<file path="src/rtl/sync_fifo_ctrl_if.sv">
// sync_fifo_ctrl_if: producer/consumer handshake and status bundle for the FIFO
interface sync_fifo_ctrl_if #(
  parameter int DATA_WIDTH = 8,
  parameter int PTR_WIDTH  = 3
);
  logic                  w_en;
  logic [DATA_WIDTH-1:0] data_in;
  logic                  r_en;
  logic                  clr_err;
  logic [DATA_WIDTH-1:0] data_out;
  logic                  rd_valid;
  logic                  full;
  logic                  empty;
  logic                  almost_full;
  logic                  almost_empty;
  logic [PTR_WIDTH:0]    count;
  logic                  overflow;
  logic                  underflow;
  modport master (
    output w_en, data_in, r_en, clr_err,
    input  data_out, rd_valid, full, empty, almost_full, almost_empty, count, overflow, underflow
  );
  modport slave (
    input  w_en, data_in, r_en, clr_err,
    output data_out, rd_valid, full, empty, almost_full, almost_empty, count, overflow, underflow
  );
endinterface

</file>
<file path="src/rtl/sync_fifo_ctrl.sv">
// sync_fifo_ctrl: single-clock FIFO with registered read data, thresholds and sticky error flags
module sync_fifo_ctrl #(
  parameter int DATA_WIDTH = 8,
  parameter int DEPTH      = 8,
  parameter int PTR_WIDTH  = 3,
  parameter int AF_LEVEL   = DEPTH - 2,
  parameter int AE_LEVEL   = 2
) (
  input logic              clk,
  input logic              rst,
  sync_fifo_ctrl_if.slave  bus
);
  localparam logic [PTR_WIDTH:0] AF = AF_LEVEL[PTR_WIDTH:0];
  localparam logic [PTR_WIDTH:0] AE = AE_LEVEL[PTR_WIDTH:0];
  logic [DATA_WIDTH-1:0] mem [DEPTH];
  logic [PTR_WIDTH:0]    wptr_q, wptr_d, rptr_q, rptr_d, cnt;
  logic [DATA_WIDTH-1:0] dout_q, dout_d;
  logic                  vld_q, vld_d, ovf_q, ovf_d, unf_q, unf_d;
  logic                  full, empty, do_wr, do_rd;
  always_comb begin
    cnt    = wptr_q - rptr_q;
    empty  = wptr_q == rptr_q;
    full   = (wptr_q[PTR_WIDTH-1:0] == rptr_q[PTR_WIDTH-1:0]) && (wptr_q[PTR_WIDTH] != rptr_q[PTR_WIDTH]);
    do_wr  = bus.w_en && !full;
    do_rd  = bus.r_en && !empty;
    wptr_d = do_wr ? wptr_q + 1'b1 : wptr_q;
    rptr_d = do_rd ? rptr_q + 1'b1 : rptr_q;
    dout_d = do_rd ? mem[rptr_q[PTR_WIDTH-1:0]] : dout_q;
    vld_d  = do_rd;
    // a new error in the same cycle as clr_err keeps the flag set
    ovf_d  = (bus.w_en && full) || (ovf_q && !bus.clr_err);
    unf_d  = (bus.r_en && empty) || (unf_q && !bus.clr_err);
  end
  always_ff @(posedge clk or posedge rst) begin
    if (rst) begin
      wptr_q <= '0;
      rptr_q <= '0;
      dout_q <= '0;
      vld_q  <= 1'b0;
      ovf_q  <= 1'b0;
      unf_q  <= 1'b0;
    end else begin
      wptr_q <= wptr_d;
      rptr_q <= rptr_d;
      dout_q <= dout_d;
      vld_q  <= vld_d;
      ovf_q  <= ovf_d;
      unf_q  <= unf_d;
    end
  end
  always_ff @(posedge clk) begin
    if (do_wr) mem[wptr_q[PTR_WIDTH-1:0]] <= bus.data_in;
  end
  assign bus.data_out     = dout_q;
  assign bus.rd_valid     = vld_q;
  assign bus.full         = full;
  assign bus.empty        = empty;
  assign bus.almost_full  = cnt >= AF;
  assign bus.almost_empty = cnt <= AE;
  assign bus.count        = cnt;
  assign bus.overflow     = ovf_q;
  assign bus.underflow    = unf_q;
endmodule

</file>
<file path="src/flat_wrapper.sv">
// flat-port wrapper written by rule: the top's interface ports become plain ports
module sync_fifo_ctrl_flat 
#(
  parameter int DATA_WIDTH = 8,
  parameter int DEPTH      = 8,
  parameter int PTR_WIDTH  = 3,
  parameter int AF_LEVEL   = DEPTH - 2,
  parameter int AE_LEVEL   = 2
)
  (clk, rst, bus_w_en, bus_data_in, bus_r_en, bus_clr_err, bus_data_out, bus_rd_valid, bus_full, bus_empty, bus_almost_full, bus_almost_empty, bus_count, bus_overflow, bus_underflow);
  sync_fifo_ctrl_if #(.DATA_WIDTH(DATA_WIDTH), .PTR_WIDTH(PTR_WIDTH)) bus_i ();
  input logic clk;
  input logic rst;
  input wire logic [$bits(bus_i.w_en)-1:0] bus_w_en;
  input wire logic [$bits(bus_i.data_in)-1:0] bus_data_in;
  input wire logic [$bits(bus_i.r_en)-1:0] bus_r_en;
  input wire logic [$bits(bus_i.clr_err)-1:0] bus_clr_err;
  output wire logic [$bits(bus_i.data_out)-1:0] bus_data_out;
  output wire logic [$bits(bus_i.rd_valid)-1:0] bus_rd_valid;
  output wire logic [$bits(bus_i.full)-1:0] bus_full;
  output wire logic [$bits(bus_i.empty)-1:0] bus_empty;
  output wire logic [$bits(bus_i.almost_full)-1:0] bus_almost_full;
  output wire logic [$bits(bus_i.almost_empty)-1:0] bus_almost_empty;
  output wire logic [$bits(bus_i.count)-1:0] bus_count;
  output wire logic [$bits(bus_i.overflow)-1:0] bus_overflow;
  output wire logic [$bits(bus_i.underflow)-1:0] bus_underflow;
  assign bus_i.w_en = bus_w_en;
  assign bus_i.data_in = bus_data_in;
  assign bus_i.r_en = bus_r_en;
  assign bus_i.clr_err = bus_clr_err;
  assign bus_data_out = bus_i.data_out;
  assign bus_rd_valid = bus_i.rd_valid;
  assign bus_full = bus_i.full;
  assign bus_empty = bus_i.empty;
  assign bus_almost_full = bus_i.almost_full;
  assign bus_almost_empty = bus_i.almost_empty;
  assign bus_count = bus_i.count;
  assign bus_overflow = bus_i.overflow;
  assign bus_underflow = bus_i.underflow;
  sync_fifo_ctrl #(.DATA_WIDTH(DATA_WIDTH), .DEPTH(DEPTH), .PTR_WIDTH(PTR_WIDTH), .AF_LEVEL(AF_LEVEL), .AE_LEVEL(AE_LEVEL)) u_core (.clk(clk), .rst(rst), .bus(bus_i));
endmodule
</file>
<file path="config.mk">
export PLATFORM = sky130hd
export DESIGN_NAME = sync_fifo_ctrl_flat
export DESIGN_NICKNAME = d
export VERILOG_FILES = /design/src/rtl/sync_fifo_ctrl_if.sv /design/src/rtl/sync_fifo_ctrl.sv /design/src/flat_wrapper.sv
export SDC_FILE = /design/constraint.sdc
export NUM_CORES = 1
export LEC_CHECK = 0
export ABC_AREA = 0
export CAP_MARGIN = 40
export CORE_UTILIZATION = 34
export CTS_CLUSTER_DIAMETER = 200
export DETAILED_ROUTE_END_ITERATION = 10
export HOLD_SLACK_MARGIN = 0.05
export PLACE_DENSITY = 0.49
export SYNTH_ARGS = -nofsm -noshare
export SYNTH_HDL_FRONTEND = slang
export SYNTH_SLANG_ARGS = --single-unit
</file>
<file path="constraint.sdc">
create_clock -name clk -period 7.2 [get_ports clk]
set_clock_uncertainty 0.2 [all_clocks]
set_input_delay 0.72 -clock clk [delete_from_list [all_inputs] [get_ports clk]]
set_output_delay 0.72 -clock clk [all_outputs]
set_load 0.03 [all_outputs]
</file>
==> results of run 1 <==
## worst max-delay path: stages, from the launching register on
cell,delay (ps)
dfrtp_1,370
buf_4,290
ha_1,310
fa_1,380
xnor2_1,290
a22o_1,180
clkdlybuf4s50_1,670
## power groups by stage
stage / registers [mW] / logic [mW] / clock network (mW)
after detailed placement: 0.704 / 0.917 / 0
after CTS: 0.694 / 0.917 / 0.353
after floorplan: 0.750 / 0.575 / 0
after global placement: 0.703 / 0.913 / 0
final: 0.692 / 0.902 / 0.344
after global routing: 0.707 / 0.992 / 0.376
## logic make-up after synthesis
family / after synthesis / synth area share [%]
flops: 83 / 69.70
simple gates: 38 / 5.129
xor+xnor: 8 / 2.256
buf+inv: 19 / 2.765
compound gates: 34 / 7.530
mux: 33 / 10.22
fa+ha+maj: 6 / 2.401
## stage by stage
step	util [%]	power [mW]	instances	area, µm²	hold slack (ps)
2_1_floorplan	-	1.325	221	3440	309.1
3_3_place_gp	39.81	1.616	381	3891	260.8
3_5_place_dp	39.96	1.621	383	3906	269.7
4_1_cts	42.13	1.964	399	4118	289.4
5_1_grt	42.13	2.074	399	4118	308.6
6_report	42.13	1.938	399	4118	281.6
## registers in the layout, summed over array words and instances (netlist names)
| register | count |
|---|---|
| u_core.mem | 64 |
| u_core.bus.data_out | 8 |
| u_core.rptr_q | 4 |
| u_core.wptr_q | 4 |
| u_core.bus.overflow | 1 |
| u_core.bus.rd_valid | 1 |
| u_core.bus.underflow | 1 |
## routing by layer
metal | vias up | part of all wire [%] | wire length, µm | track usage, %
met3 | 7 | 3.0 | 183 | 2.508
met2 | 30 | 44 | 2678 | 18.97
met4 | 0 | 1.5 | 89 | 5.604
met1 | 878 | 52 | 3159 | 19.10
met5 | - | 0 | 0 | 0
li1 | 911 | - | - | -
## cell type report
| class | count | share of cell area, % |
|---|---|---|
| inverter | 12 | 1.155 |
| tap | 133 | 4.041 |
| multi-input combinational | 119 | 23.00 |
| clock inverter | 6 | 1.793 |
| sequential | 83 | 58.22 |
| timing repair buffer | 36 | 8.447 |
| clock buffer | 10 | 3.342 |
## cells in the final DEF (no fill, tap or decap), drive strengths merged, types with 8 or more instances in the layout
cell / count
edfxtp: 64
clkdlybuf4s50: 31
dfrtp: 19
nand2: 18
mux2: 17
mux2i: 16
o21ai: 14
inv: 13
nor2: 10
clkbuf: 10
a22oi: 8
o221ai: 8
## path summary, 6_finish.rpt
check / end / cells past startpoint / start / slack [ps]
max in group asynchronous: u_core.wptr_q[1]$_DFFE_PP0P_ / 2 / rst / 5710
max reg2reg: u_core.mem[4][6]$_DFFE_PP_ / 6 / u_core.rptr_q[0]$_DFFE_PP0P_ / 4240
min: u_core.bus.data_out[5]$_DFFE_PP0P_ / 2 / u_core.bus.data_out[5]$_DFFE_PP0P_ / 280
min in group asynchronous: u_core.bus.data_out[1]$_DFFE_PP0P_ / 2 / rst / 600
max: bus_almost_full / 6 / u_core.rptr_q[0]$_DFFE_PP0P_ / 3450
min reg2reg: u_core.bus.data_out[5]$_DFFE_PP0P_ / 2 / u_core.bus.data_out[5]$_DFFE_PP0P_ / 280
==> impl_metrics.yaml, run 1 <==
outcome:
  outcome: "finished clean"
grt:
  grt_pass1_vias: 1802
  antenna_found_initial: 0
  grt_max_degree: 37
  track_usage_pct: 13.09
  grt_pass1_wl_mm: 9.860
  grt_overflow: 0
logic_synthesis:
  synth.distinct_cells: 34
  synth.avg_cell_area_um2: 15.56
  syn-cell-area_mm2: 0.003440
  synth_ff_type: "edfxtp_1"
  yosys-top-cells-count: "64 x edfxtp_1, 19 x dfrtp_1, 18 x nand2_1, 17 x mux2_2, 16 x mux2i_1"
  synth-warning-count: 0
  ys_async_sr_fraction_pct: 22.89
  seq_area_frac_synth_pct: 69.70
  yosys-top-cells-area: "edfxtp_1 56%, dfrtp_1 14%, mux2_2 5.6%"
  synth_top_area_share_pct: 55.87
  synth.most_common_cell: "edfxtp_1"
  synth_edf_count: 64
  synth_top_cell_by_area: "edfxtp_1"
  syn_nets: 240
  ys_ff_latch: 83
  syn_inst: 221
sta:
  worstMarginPinSlew_ps: 839.1
  period_share_pct: 52.11
  final_max_slew_viol_count: 0
  fmax_mhz: 266.6
  fin_crit_ps: 3752
  slew_headroom_pct: 43.85
  rsz0062_at_grt: "false"
  finalHoldViolCount: 0
  tns_ps: 0
  setup_slack_ps: 3448
  setup_viol: 0
layout:
  ff_latch_area_mm2: 0.002397
  n_fill_cell: 913
  area_delta_synth_final_pct: 19.72
  multiInputGateArea_um2: 947.2
  layout-drive-gt1-share_pct: 17.29
  antenna_cells: 0
  final_nets: 280
route:
  vias: 1826
  drc: 0
  wirelength_mm: 6.109
  drtPass1Iterations: 4
  vias_per_cell: 4.576
  drt_iter0_markers: 77
  antenna_left: 0
  routedWlPerCell_um: 15.31
pwr:
  power_frac_seq_pct: 35.7
  p_int_mw: 1.175
  powerDensity_mw_per_mm2: 470.7
  comb_power_share_pct: 46.6
  clkPwrFrac_pct: 17.7
  p_leak_nw: 1.485
  ir_drop_mv: 0.1906
  p_switching_mw: 0.7635
  switching_share_pct: 39.39
floorplanning:
  ioPinCount: 32
  rows: 36
  die_y_um: 102.6
  core_mm2: 0.009774
  die_w_um: 102.6
  die_area_mm2: 0.01052
  initial_utilization_pct: 35.19
placed_design:
  dpl.hpwl_mm: 4.183
  gp_congestion: 0.6827
  pre_cts_ws_ps: 3804
  port_buffers: 31
clock_network:
  numCtsBuffers: 9
  cts_resized: 0
  ctsHoldBuffers: 0
  root_buffer: "clkbuf_8"
  cts.sinks: 83
  clk_path_buf_depth: 2
  htreeDepth: 3
  cts_tree: "built"
  clk_pin_slew_ps: 90
  post_cts_buffers: 0
  clk_latency_ps: 340
run:
  max_cap_violations: 0
min_path:
  holdCritPathClass: "reg2reg"
worst_setup_path:
  path_class: "reg2out"
  cp.arrival_ps: 2830
  critPathCaptureType: "output port"
  crit_path_max_fanout: 36
  start_kind: "flip-flop"
  worstPathRequired_ps: 6280
(Power assumes the default switching activity.)
==> run 2: changes to the inputs <==
- clock period: 7.2 -> 3.5 ns (I/O delays scaled with it)
==> impl_metrics.yaml, run 2 (synthesis results as in run 1) <==
outcome:
  outcome: "finished clean"
placed_design:
  port_buffers: 31
  post-place-cells: 386
  dpl.hpwl_mm: 4.237
  gp_congestion: 0.6564
  pre_cts_ws_ps: 721.6
worst_setup_path:
  path_class: "reg2out"
  start_kind: "flip-flop"
  worstPathRequired_ps: 2950
  critPathCaptureType: "output port"
  crit_path_max_fanout: 7
  cp_slowest_cell: "clkdlybuf4s50_1"
  worst_path_largest_cell_delay_ps: 670
  crit_path_cell_trace: "inv_1, ha_1, nor2b_1, o21ai_0, a21o_1, and2_1, clkdlybuf4s50_1"
  cp.arrival_ps: 2620
grt:
  grt_overflow: 0
  track_usage_pct: 13.33
  antenna_found_initial: 0
  grt_pass1_wl_mm: 9.963
  grt_pass1_vias: 1854
  grt_max_degree: 36
layout:
  layout-drive-gt1-share_pct: 18.96
  antenna_cells: 0
  largest_register_ffs: 64
  area_delta_synth_final_pct: 19.32
  final_common_cell: "edfxtp_1"
  finalNonFillerCells: 402
  final_nets: 283
  final_core_util_pct: 41.99
  final_cell_mix: "64 x edfxtp_1, 29 x clkdlybuf4s50_1, 19 x dfrtp_1"
route:
  drtPass1Iterations: 5
  vias: 1864
  routedWlPerCell_um: 15.69
  drt_iter0_markers: 78
  drc: 0
  vias_per_cell: 4.637
  wirelength_mm: 6.306
  antenna_left: 0
floorplanning:
  ioPinCount: 32
  die_w_um: 102.6
  initial_utilization_pct: 35.19
  core_mm2: 0.009774
  die_area_mm2: 0.01052
  rows: 36
  die_y_um: 102.6
clock_network:
  root_buffer: "clkbuf_8"
  numCtsBuffers: 9
  cts_tree: "built"
  clk_latency_ps: 340
  cts.sinks: 83
  post_cts_buffers: 0
  ctsHoldBuffers: 0
  clk_pin_slew_ps: 90
  cts_resized: 0
  htreeDepth: 3
  clk_path_buf_depth: 2
run:
  max_cap_violations: 0
sta:
  rsz0062_at_grt: "false"
  worstMarginPinSlew_ps: 743.8
  setup_slack_ps: 329.4
  holdWs_ps: 226.1
  fmax_mhz: 315.4
  tns_ps: 0
  fin_crit_ps: 3171
  period_share_pct: 90.59
  setup_viol: 0
  finalHoldViolCount: 0
  slew_headroom_pct: 50.23
  final_max_slew_viol_count: 0
pwr:
  p_leak_nw: 1.494
  ir_drop_mv: 0.4562
  powerDensity_mw_per_mm2: 954.9
min_path:
  holdCritPathClass: "in2async"
## run 2: cell types whose count changed in the layout (fill, tap and decap cells not counted)
cell,before,now
buf_4,5,10
inv_6,0,4
clkdlybuf4s50_1,31,29
bufinv_16,1,0
clkbuf_8,10,9
clkinv_2,0,1
clkinv_4,2,1
clkinvlp_4,2,1
inv_8,1,0
## run 2: metal layers
metal  GRT usage, %  wire length, µm  share of wire [%]
met1          19.17             3157                 50
met2          19.74             2884                 46
met4          6.264               48               0.76
met3          2.102              216                3.4
met5              0                0                  0
## run 2: layout make-up
class	count	area, µm²
Fill cell	926	5670
Clock buffer	9	123.9
Timing Repair Buffer	39	365.4
Sequential cell	83	2397
Inverter	12	47.55
Multi-Input combinational cell	119	947.2
Tap cell	133	166.4
Clock inverter	7	56.30
## run 2: stage by stage
step / power, mW / instance area, µm²
global route: 4.175 / 4104
floorplan: 2.727 / 3440
finish: 3.919 / 4104
detailed placement: 3.348 / 3924
global placement: 3.346 / 3924
CTS: 3.981 / 4104
## run 2: worst max-delay path, delay by kind of cell, from the launching register on
kind                       cells  cell delay (ps)
AOI/OAI and AO/OA              2              430
DFF                            1              500
and+or+nand+nor                2              260
buffers and inverters          2              780
adders and majority gates      1              310
## run 2: where the power goes
part	internal, mW	switching [mW]
Clock	0.268	0.356
Combinational	0.758	1.11
Sequential	1.30	0.130
## run 2: worst paths after layout
path	slack, ps	cells past startpoint	end	startpoint
max	330	7	bus_count[3]	u_core.rptr_q[1]$_DFFE_PP0P_
min	230	2	u_core.bus.data_out[4]$_DFFE_PP0P_	rst
max reg2reg	970	5	u_core.mem[3][5]$_DFFE_PP_	u_core.rptr_q[2]$_DFFE_PP0P_
min reg2reg	280	2	u_core.bus.data_out[0]$_DFFE_PP0P_	u_core.bus.data_out[0]$_DFFE_PP0P_
max in group asynchronous	2400	2	u_core.bus.data_out[5]$_DFFE_PP0P_	rst
min in group clk	280	2	u_core.bus.data_out[0]$_DFFE_PP0P_	u_core.bus.data_out[0]$_DFFE_PP0P_
==> run 3: changes to the inputs <==
- CORE_MARGIN: unset -> 10
==> impl_metrics.yaml, run 3 (synthesis results as in run 1) <==
worst_setup_path:
  crit_path_max_fanout: 7
  r2r-start: "u_core.rptr_q[2]$_DFFE_PP0P_"
  worstPathRequired_ps: 2950
  r2r-end: "u_core.mem[3][7]$_DFFE_PP_"
  start_kind: "flip-flop"
  cp_slowest_cell: "clkdlybuf4s50_1"
  cp.arrival_ps: 2580
  crit_family: "buffers and inverters"
  crit_path_cell_trace: "inv_1, ha_1, nor2b_1, o21ai_0, a21o_1, and2_1, clkdlybuf4s50_1"
  worst_path_largest_cell_delay_ps: 660
  r2r_setup_slack_ps: 880
  timing.critical_path.buf_inv: 2
  startpoint: "u_core.rptr_q[1]$_DFFE_PP0P_"
  reg2reg_depth: 5
  critPathCaptureType: "output port"
  path_class: "reg2out"
clock_network:
  htreeDepth: 3
  clk_path_buf_depth: 2
  clk_pin_slew_ps: 80
  ctsHoldBuffers: 0
  clk_latency_ps: 350
  numCtsBuffers: 9
  cts_tree: "built"
  root_buffer: "clkbuf_8"
  post_cts_buffers: 0
  cts_resized: 0
  cts.sinks: 83
outcome:
  outcome: "finished clean"
sta:
  fmax_mhz: 319.9
  period_share_pct: 89.31
  final_max_slew_viol_count: 0
  fin_crit_ps: 3126
  slew_headroom_pct: 48.24
  tns_ps: 0
  worstMarginPinSlew_ps: 773.6
  rsz0062_at_grt: "false"
  setup_viol: 0
  finalHoldViolCount: 0
  setup_slack_ps: 374.1
layout:
  final_common_cell: "edfxtp_1"
  finalNonFillerCells: 402
  largest_register_ffs: 64
  multiInputGateArea_um2: 947.2
  final_core_util_pct: 42.24
  ff_latch_area_mm2: 0.002397
  final_nets: 283
  area_delta_synth_final_pct: 20.59
  layout-drive-gt1-share_pct: 18.96
  antenna_cells: 0
  n_fill_cell: 941
  final_cell_mix: "64 x edfxtp_1, 29 x clkdlybuf4s50_1, 19 x dfrtp_1"
route:
  drtPass1Iterations: 4
  drc: 0
  vias_per_cell: 4.617
  wirelength_mm: 6.650
  drt_iter0_markers: 95
  routedWlPerCell_um: 16.54
  antenna_left: 0
  vias: 1856
placed_design:
  port_buffers: 31
  dpl.hpwl_mm: 4.490
  gp_congestion: 0.7073
  post-place-cells: 386
  pre_cts_ws_ps: 733.9
floorplanning:
  die_y_um: 120.6
  die_w_um: 120.6
  rows: 36
  initial_utilization_pct: 35.03
  ioPinCount: 32
  core_mm2: 0.009819
  die_area_mm2: 0.01454
grt:
  antenna_found_initial: 0
  grt_pass1_vias: 1938
  grt_max_degree: 36
  grt_pass1_wl_mm: 10.65
  grt_overflow: 0
  track_usage_pct: 9.818
run:
  max_cap_violations: 0
pwr:
  total_power_mw: 4.072
  ir_drop_mv: 0.5041
  p_leak_nw: 1.517
  powerDensity_mw_per_mm2: 981.8
min_path:
  holdCritPathClass: "in2async"
## run 3: cell types whose count changed in the layout (fill, tap and decap cells not counted)
| cell | change |
|---|---|
| bufinv_16 | +2 |
| clkinvlp_4 | -1 |
| inv_6 | -3 |
| clkinv_4 | +2 |
## run 3: cell type report
type | instances | area share [%]
Sequential cell | 83 | 57.80
Timing Repair Buffer | 39 | 8.808
Clock inverter | 7 | 2.413
Clock buffer | 9 | 2.986
Inverter | 12 | 1.146
Tap cell | 133 | 4.012
Multi-Input combinational cell | 119 | 22.84
## run 3: how the worst max path moves through the flow
stage | end | depth (start not counted)
6_report | bus_count[3] | 7
5_1_grt | bus_count[3] | 7
4_1_cts | bus_count[3] | 7
3_5_place_dp | bus_count[3] | 7
3_3_place_gp | bus_count[3] | 7
2_1_floorplan | bus_almost_full | 5
## run 3: per-stage QoR
stage | hold slack, ps | cell area, µm²
floorplan | 101.1 | 3440
global placement | 259.4 | 3924
detailed placement | 269.0 | 3924
CTS | 246.7 | 4148
global route | 286.3 | 4148
finish | 224.1 | 4148
## run 3: worst reg2reg max path: stages, from the launching register on
cell and delay (ps):
dfrtp_1 490, inv_1 90, ha_1 350, nand3_1 310
o211ai_2 170, nor2_1 640
## run 3: per-layer routing
| layer | part of all wire, % | global-route usage, % | vias up |
|---|---|---|---|
| met5 | 0 | 0 | - |
| met4 | 1.8 | 5.204 | 0 |
| met3 | 3.9 | 2.745 | 9 |
| met2 | 45 | 14.36 | 25 |
| met1 | 49 | 12.93 | 915 |
| li1 | - | - | 907 |
## run 3: power by group
group / total, mW / switching [mW] / internal, mW
clock: 0.754 / 0.348 / 0.406
combinational: 1.89 / 1.13 / 0.759
sequential: 1.42 / 0.127 / 1.30
